File: config.mk
export PLATFORM = sky130hd
export DESIGN_NAME = trace_capture
export DESIGN_NICKNAME = d
export VERILOG_FILES = /design/src/rtl/trace_pkg.sv /design/src/rtl/trace_ram.sv /design/src/rtl/trace_capture.sv
export SDC_FILE = /design/constraint.sdc
export NUM_CORES = 1
export LEC_CHECK = 0
export ABC_AREA = 1
export BUFFER_PORTS_ARGS = -buffer_cell sky130_fd_sc_hd__buf_2
export CAP_MARGIN = 20
export CELL_PAD_IN_SITES_DETAIL_PLACEMENT = 1
export CELL_PAD_IN_SITES_GLOBAL_PLACEMENT = 2
export CORE_ASPECT_RATIO = 0.8
export CORE_MARGIN = 2
export CORE_UTILIZATION = 40
export DETAILED_ROUTE_END_ITERATION = 7
export PLACE_DENSITY = 0.75
export SYNTH_ARGS = -nofsm -noshare
export SYNTH_HDL_FRONTEND = slang
export SYNTH_SLANG_ARGS = --single-unit
File: constraint.sdc
create_clock -name clk -period 10.5 [get_ports clk]
set_clock_uncertainty 0.05 [all_clocks]
set_input_delay 2.1 -clock clk [delete_from_list [all_inputs] [get_ports clk]]
set_output_delay 2.1 -clock clk [all_outputs]
set_load 0.1 [all_outputs]
File: src/rtl/trace_pkg.sv
// Shared types for the commit-trace capture block: FSM state encoding and trace entry layout.
// Optional repeat filtering in trace_capture is enabled with TRACE_REPEAT_FILTER_EN.
package trace_pkg;

    localparam int TRACE_W = 32;

    typedef enum logic [1:0] {
        ST_IDLE  = 2'd0,
        ST_ARMED = 2'd1,
        ST_POST  = 2'd2,
        ST_DONE  = 2'd3
    } state_e;

    // Entry layout at the default field width; the RAM stores {pc, inst, data} in this order.
    typedef struct packed {
        logic [TRACE_W-1:0] pc;
        logic [TRACE_W-1:0] inst;
        logic [TRACE_W-1:0] data;
    } trace_entry_t;

endpackage

File: src/rtl/trace_ram.sv
// Trace storage: DEPTH x DW simple dual-port array with one write port and a registered read port.
// Array contents are never reset; only the read register is.
module trace_ram #(
    parameter int DEPTH = 16,
    parameter int DW    = 96,
    parameter int AW    = $clog2(DEPTH)
) (
    input  logic          clk,
    input  logic          reset,
    input  logic          we_i,
    input  logic [AW-1:0] waddr_i,
    input  logic [DW-1:0] wdata_i,
    input  logic          re_i,
    input  logic [AW-1:0] raddr_i,
    output logic [DW-1:0] rdata_o
);

    logic [DW-1:0] mem_q [DEPTH];
    logic [DW-1:0] rdata_q;

    // Write port
    always_ff @(posedge clk) begin
        if (we_i) begin
            mem_q[waddr_i] <= wdata_i;
        end
    end

    // Read register holds the last popped word until the next read
    always_ff @(posedge clk or posedge reset) begin
        if (reset) begin
            rdata_q <= '0;
        end else if (re_i) begin
            rdata_q <= mem_q[raddr_i];
        end
    end

    assign rdata_o = rdata_q;

endmodule

File: src/rtl/trace_capture.sv
// Commit-trace capture: records committed instructions into a circular buffer around a pc trigger,
// then drains oldest-first. Define TRACE_REPEAT_FILTER_EN to drop back-to-back repeats of the same pc.
module trace_capture
    import trace_pkg::*;
#(
    parameter int DEPTH = 16,
    parameter int POST  = 4,
    parameter int W     = 32
) (
    input  logic                   clk,
    input  logic                   reset,
    input  logic                   arm,
    input  logic [W-1:0]           trig_pc,
    input  logic                   cap_valid,
    input  logic [W-1:0]           cap_pc,
    input  logic [W-1:0]           cap_inst,
    input  logic [W-1:0]           cap_data,
    input  logic                   rd_en,
    output logic                   rd_valid,
    output logic [W-1:0]           rd_pc,
    output logic [W-1:0]           rd_inst,
    output logic [W-1:0]           rd_data,
    output logic [$clog2(DEPTH):0] count,
    output logic                   armed,
    output logic                   triggered,
    output logic                   done
);

    localparam int AW = $clog2(DEPTH);
    localparam int CW = AW + 1;
    localparam logic [CW-1:0] DEPTH_C = CW'(DEPTH);
    localparam logic [CW-1:0] POST_C  = CW'(POST);
    localparam logic [CW-1:0] CNT_ONE = CW'(1);
    localparam logic [AW-1:0] PTR_ONE = AW'(1);

    state_e          state_q, state_d;
    logic [AW-1:0]   wr_ptr_q, wr_ptr_d;
    logic [CW-1:0]   count_q, count_d;
    logic [CW-1:0]   post_cnt_q, post_cnt_d;
    logic            rd_valid_q;
    logic            repeat_s;
    logic            wr_s;
    logic            pop_s;
    logic [AW-1:0]   rd_addr_s;
    logic [3*W-1:0]  rd_word_s;

`ifdef TRACE_REPEAT_FILTER_EN
    logic [W-1:0] last_pc_q;
    logic         last_vld_q;

    assign repeat_s = last_vld_q && (cap_pc == last_pc_q);

    // Remember the pc of the last entry written since arm
    always_ff @(posedge clk or posedge reset) begin
        if (reset) begin
            last_pc_q  <= '0;
            last_vld_q <= 1'b0;
        end else if (arm) begin
            last_vld_q <= 1'b0;
        end else if (wr_s) begin
            last_pc_q  <= cap_pc;
            last_vld_q <= 1'b1;
        end
    end
`else
    assign repeat_s = 1'b0;
`endif

    assign wr_s      = cap_valid && !arm && !repeat_s &&
                       ((state_q == ST_ARMED) || (state_q == ST_POST));
    assign pop_s     = rd_en && !arm && (state_q == ST_DONE) && (count_q != '0);
    assign rd_addr_s = wr_ptr_q - count_q[AW-1:0];

    // Next-state logic: arm beats capture; pops only happen in DONE where no writes occur
    always_comb begin
        state_d    = state_q;
        wr_ptr_d   = wr_ptr_q;
        count_d    = count_q;
        post_cnt_d = post_cnt_q;
        if (arm) begin
            state_d    = ST_ARMED;
            wr_ptr_d   = '0;
            count_d    = '0;
            post_cnt_d = '0;
        end else if (wr_s) begin
            wr_ptr_d = wr_ptr_q + PTR_ONE;
            count_d  = (count_q == DEPTH_C) ? count_q : (count_q + CNT_ONE);
            if (state_q == ST_ARMED) begin
                if (cap_pc == trig_pc) begin
                    post_cnt_d = POST_C;
                    state_d    = (POST_C == '0) ? ST_DONE : ST_POST;
                end else begin
                    state_d = ST_ARMED;
                end
            end else begin
                post_cnt_d = post_cnt_q - CNT_ONE;
                state_d    = (post_cnt_q == CNT_ONE) ? ST_DONE : ST_POST;
            end
        end else if (pop_s) begin
            count_d = count_q - CNT_ONE;
        end else begin
            state_d = state_q;
        end
    end

    // Control state registers
    always_ff @(posedge clk or posedge reset) begin
        if (reset) begin
            state_q    <= ST_IDLE;
            wr_ptr_q   <= '0;
            count_q    <= '0;
            post_cnt_q <= '0;
            rd_valid_q <= 1'b0;
        end else begin
            state_q    <= state_d;
            wr_ptr_q   <= wr_ptr_d;
            count_q    <= count_d;
            post_cnt_q <= post_cnt_d;
            rd_valid_q <= pop_s;
        end
    end

    trace_ram #(
        .DEPTH (DEPTH),
        .DW    (3 * W),
        .AW    (AW)
    ) u_ram (
        .clk     (clk),
        .reset   (reset),
        .we_i    (wr_s),
        .waddr_i (wr_ptr_q),
        .wdata_i ({cap_pc, cap_inst, cap_data}),
        .re_i    (pop_s),
        .raddr_i (rd_addr_s),
        .rdata_o (rd_word_s)
    );

    assign {rd_pc, rd_inst, rd_data} = rd_word_s;
    assign rd_valid  = rd_valid_q;
    assign count     = count_q;
    assign armed     = (state_q == ST_ARMED);
    assign triggered = (state_q == ST_POST) || (state_q == ST_DONE);
    assign done      = (state_q == ST_DONE);

endmodule

==> run metrics <==
worst-path fanout max 49; row count 131; critical path endpoint category register; Die Outline Area 165000 um2; first-pass iteration count of the detailed router 5; Gate Count Post-Synth 4919; most frequent standard cell in the layout excluding fill and tap cells sky130_fd_sc_hd__edfxtp_1; # DRC 0; unrepaired setup endpoints after global routing no; relative slew slack 11.0%; fraction of layout cells with a size suffix above 1 10.8%; number of distinct library cells after synthesis 27; first-pass GRT wire length 272000 um; area used by multi-input combinational logic 14300 um2; routability cong. 0.720; Routed WL 182000 um; Max Clock Freq 0.202 GHz; cell area after synthesis 64700 um2; Setup violations, final 0; net count of the mapped netlist 5070; final total negative setup slack 0 ns; number of global-route vias before repair 42002; warning count from the yosys run 0; maximum number of pins on one net before global-route repair 237; half-perimeter wire length after detailed placement 93900 um; Max clock buf depth 3; critical path launch point type input pin; PortBufs 237; critical path data arrival time 5.34 ns; run status completed; fin area 73400 um2; placed instance count 7004; Register Area 49000 um2; sequential fraction of the synthesis area 75.7%; power density over the cells 306 nW/um2; antenna violations before repair 12; fill count 16262; worst reg-to-reg setup slack 5.87 ns; worst slew pin tran 1.33 ns; worst min-delay path class register to register; number of clock sinks 1649; IR drop worst, VDD 0.440 mV; Leakage 24.0 nW; count of H-tree levels built during CTS 4; Num CTS Buffers 170; overall global routing resource usage 21.9%; y dimension of the die 364 um; top library cells by usage in the layout, fill and taps aside 1536 x sky130_fd_sc_hd__edfxtp_1, 1269 x sky130_fd_sc_hd__nor2_1, 648 x sky130_fd_sc_hd__o21ai_0; number of buffers inserted for hold repair after clock tree synthesis 0; Final WS setup 5.54 ns; time the final worst path needs with I/O delays and setup 4.96 ns; detail-routed net length per standard cell 24.8 um; final hold violations 0; count of cells resized by post-cts repair 0; synthesis-stage register bit count 1649; root buffer selected by CTS sky130_fd_sc_hd__clkbuf_16; clock latency on the worst-skew pair 0.81 ns; per-instance average area after synthesis 13.2 um2; placeable core area 160000 um2; number of top-level design ports 238; postcts setup bufs 0; number of violations of the max-capacitance limit 0; CP Data Required Time 10.88 ns; Post-Place Worst Slack 4.58 ns; final worst-path cycle share 47.2%; Non-Filler Instances 7332; post-CTS clock slew at the launch and capture registers of the worst setup and hold paths 0.06 ns; path type of the worst setup path input pin to register; sum of overflow across all layers after global routing 0; TritonCTS clock tree built; initial standard-cell utilization of the core 40.4%; net count of the finished layout 5200; post-synthesis to final-layout area growth 13.4%; Antenna Nets Post-Route 0; vias 40610; cell area after placement 67800 um2; die width 454 um; Starting DRT DRC Count 3556; per-cell via count in the routed design 5.54; Pins Over Slew Limit 0
layer usage:
metal	share of wire, %	GRT usage (%)	routed length [um]	vias up
met4	1.8	5.02	3230	2
met2	46	33.9	83300	907
met1	47	32.7	86400	21091
met5	0.0071	0	13	-
li1	-	-	-	18380
met3	5.0	3.30	9200	230
synthesized netlist by cell type:
library cell / count / area, um2
sky130_fd_sc_hd__edfxtp_1: 1536 / 46100
sky130_fd_sc_hd__nor2_1: 1285 / 4820
sky130_fd_sc_hd__o21ai_0: 648 / 3240
sky130_fd_sc_hd__o211ai_1: 384 / 2880
sky130_fd_sc_hd__clkbuf_1: 226 / 848
sky130_fd_sc_hd__nand3_1: 205 / 1030
sky130_fd_sc_hd__o21ai_1: 126 / 631
sky130_fd_sc_hd__dfrtp_1: 113 / 2830
sky130_fd_sc_hd__a31oi_1: 96 / 601
sky130_fd_sc_hd__nand2_1: 79 / 297
sky130_fd_sc_hd__buf_2: 70 / 350
sky130_fd_sc_hd__inv_1: 40 / 150
sky130_fd_sc_hd__xnor2_1: 31 / 272
sky130_fd_sc_hd__buf_4: 22 / 165
sky130_fd_sc_hd__buf_1: 18 / 67.6
sky130_fd_sc_hd__ha_1: 16 / 200
sky130_fd_sc_hd__a21oi_1: 4 / 20.0
sky130_fd_sc_hd__buf_6: 3 / 33.8
sky130_fd_sc_hd__nor3_1: 3 / 15.0
sky130_fd_sc_hd__o22ai_1: 3 / 18.8
sky130_fd_sc_hd__fa_1: 2 / 40.0
sky130_fd_sc_hd__inv_2: 2 / 7.51
sky130_fd_sc_hd__or2_2: 2 / 12.5
sky130_fd_sc_hd__xor2_1: 2 / 17.5
sky130_fd_sc_hd__and3_1: 1 / 6.26
sky130_fd_sc_hd__nand4_1: 1 / 6.26
sky130_fd_sc_hd__xnor2_2: 1 / 16.3
report_power, final:
group	internal, mW	leakage (nW)	switching [mW]	total [mW]
combinational	2.34	5.99	6.63	8.98
clock	3.39	2.68	2.57	5.96
sequential	7.40	15.3	0.125	7.53
logic make-up (layout without fill, tap and decap cells):
group | count (synthesis) | count (layout) | share of synthesized area (%)
DFF | 1649 | 1649 | 75.7
xor gates and xnor gates | 34 | 34 | 0.472
AOI/OAI and AO/OA | 1261 | 1261 | 11.4
and+or+nand+nor | 1576 | 1576 | 9.56
other | 0 | 5 | 0
buffers and inverters | 381 | 661 | 2.51
adders and majority gates | 18 | 18 | 0.371
worst max-delay path: stages:
cell and delay, ns:
sky130_fd_sc_hd__buf_2 0.08, sky130_fd_sc_hd__inv_1 0.03, sky130_fd_sc_hd__nor2_1 0.20, sky130_fd_sc_hd__inv_1 0.12, sky130_fd_sc_hd__nor2_1 0.11, sky130_fd_sc_hd__buf_4 0.22
sky130_fd_sc_hd__nand2_1 0.25, sky130_fd_sc_hd__nor2_4 0.79, sky130_fd_sc_hd__buf_4 0.86, sky130_fd_sc_hd__buf_4 0.54
final timing paths:
kind,startpoint,endpoint,depth (start not counted)
hold reg to reg,post_cnt_q[1]$_DFFE_PP0P_,post_cnt_q[1]$_DFFE_PP0P_,2
setup / recovery,cap_valid,u_ram.mem_q[2][21]$_DFFE_PP_,10
min in group asynchronous,reset,u_ram.rdata_o[56]$_DFFE_PP0P_,2
max in group asynchronous,reset,u_ram.rdata_o[47]$_DFFE_PP0P_,3
hold / removal,post_cnt_q[1]$_DFFE_PP0P_,post_cnt_q[1]$_DFFE_PP0P_,2
setup reg to reg,wr_ptr_q[0]$_DFFE_PP0P_,u_ram.rdata_o[9]$_DFFE_PP0P_,10
sequential cells by signal, indices dropped and copies added, names as in the netlist:
name and flops:
u_ram.rdata_o 96, u_ram.mem_q 1536, wr_ptr_q 4, count 5, rd_valid 1, post_cnt_q 5, state_q 2
metrics by stage:
stage	utilization (%)	hold slack (ns)	power, mW
after detailed placement	42.4	0.421	16.7
final	45.9	0.431	22.5
after floorplan	-	0.392	13.8
after global placement	42.4	0.407	16.5
after CTS	45.8	0.435	22.7
after global routing	45.9	0.478	23.8
area by class of cell:
| type | count | share of cell area (%) |
|---|---|---|
| flip-flops and latches | 1649 | 66.7 |
| multi-input cells | 2889 | 19.5 |
| clock buffers | 250 | 6.61 |
| well taps | 2128 | 3.63 |
| repair buffers | 297 | 2.41 |
| clock inverters | 72 | 0.875 |
| inverters | 42 | 0.263 |
| diodes | 5 | 0.0171 |
(Power assumes the default switching activity.)
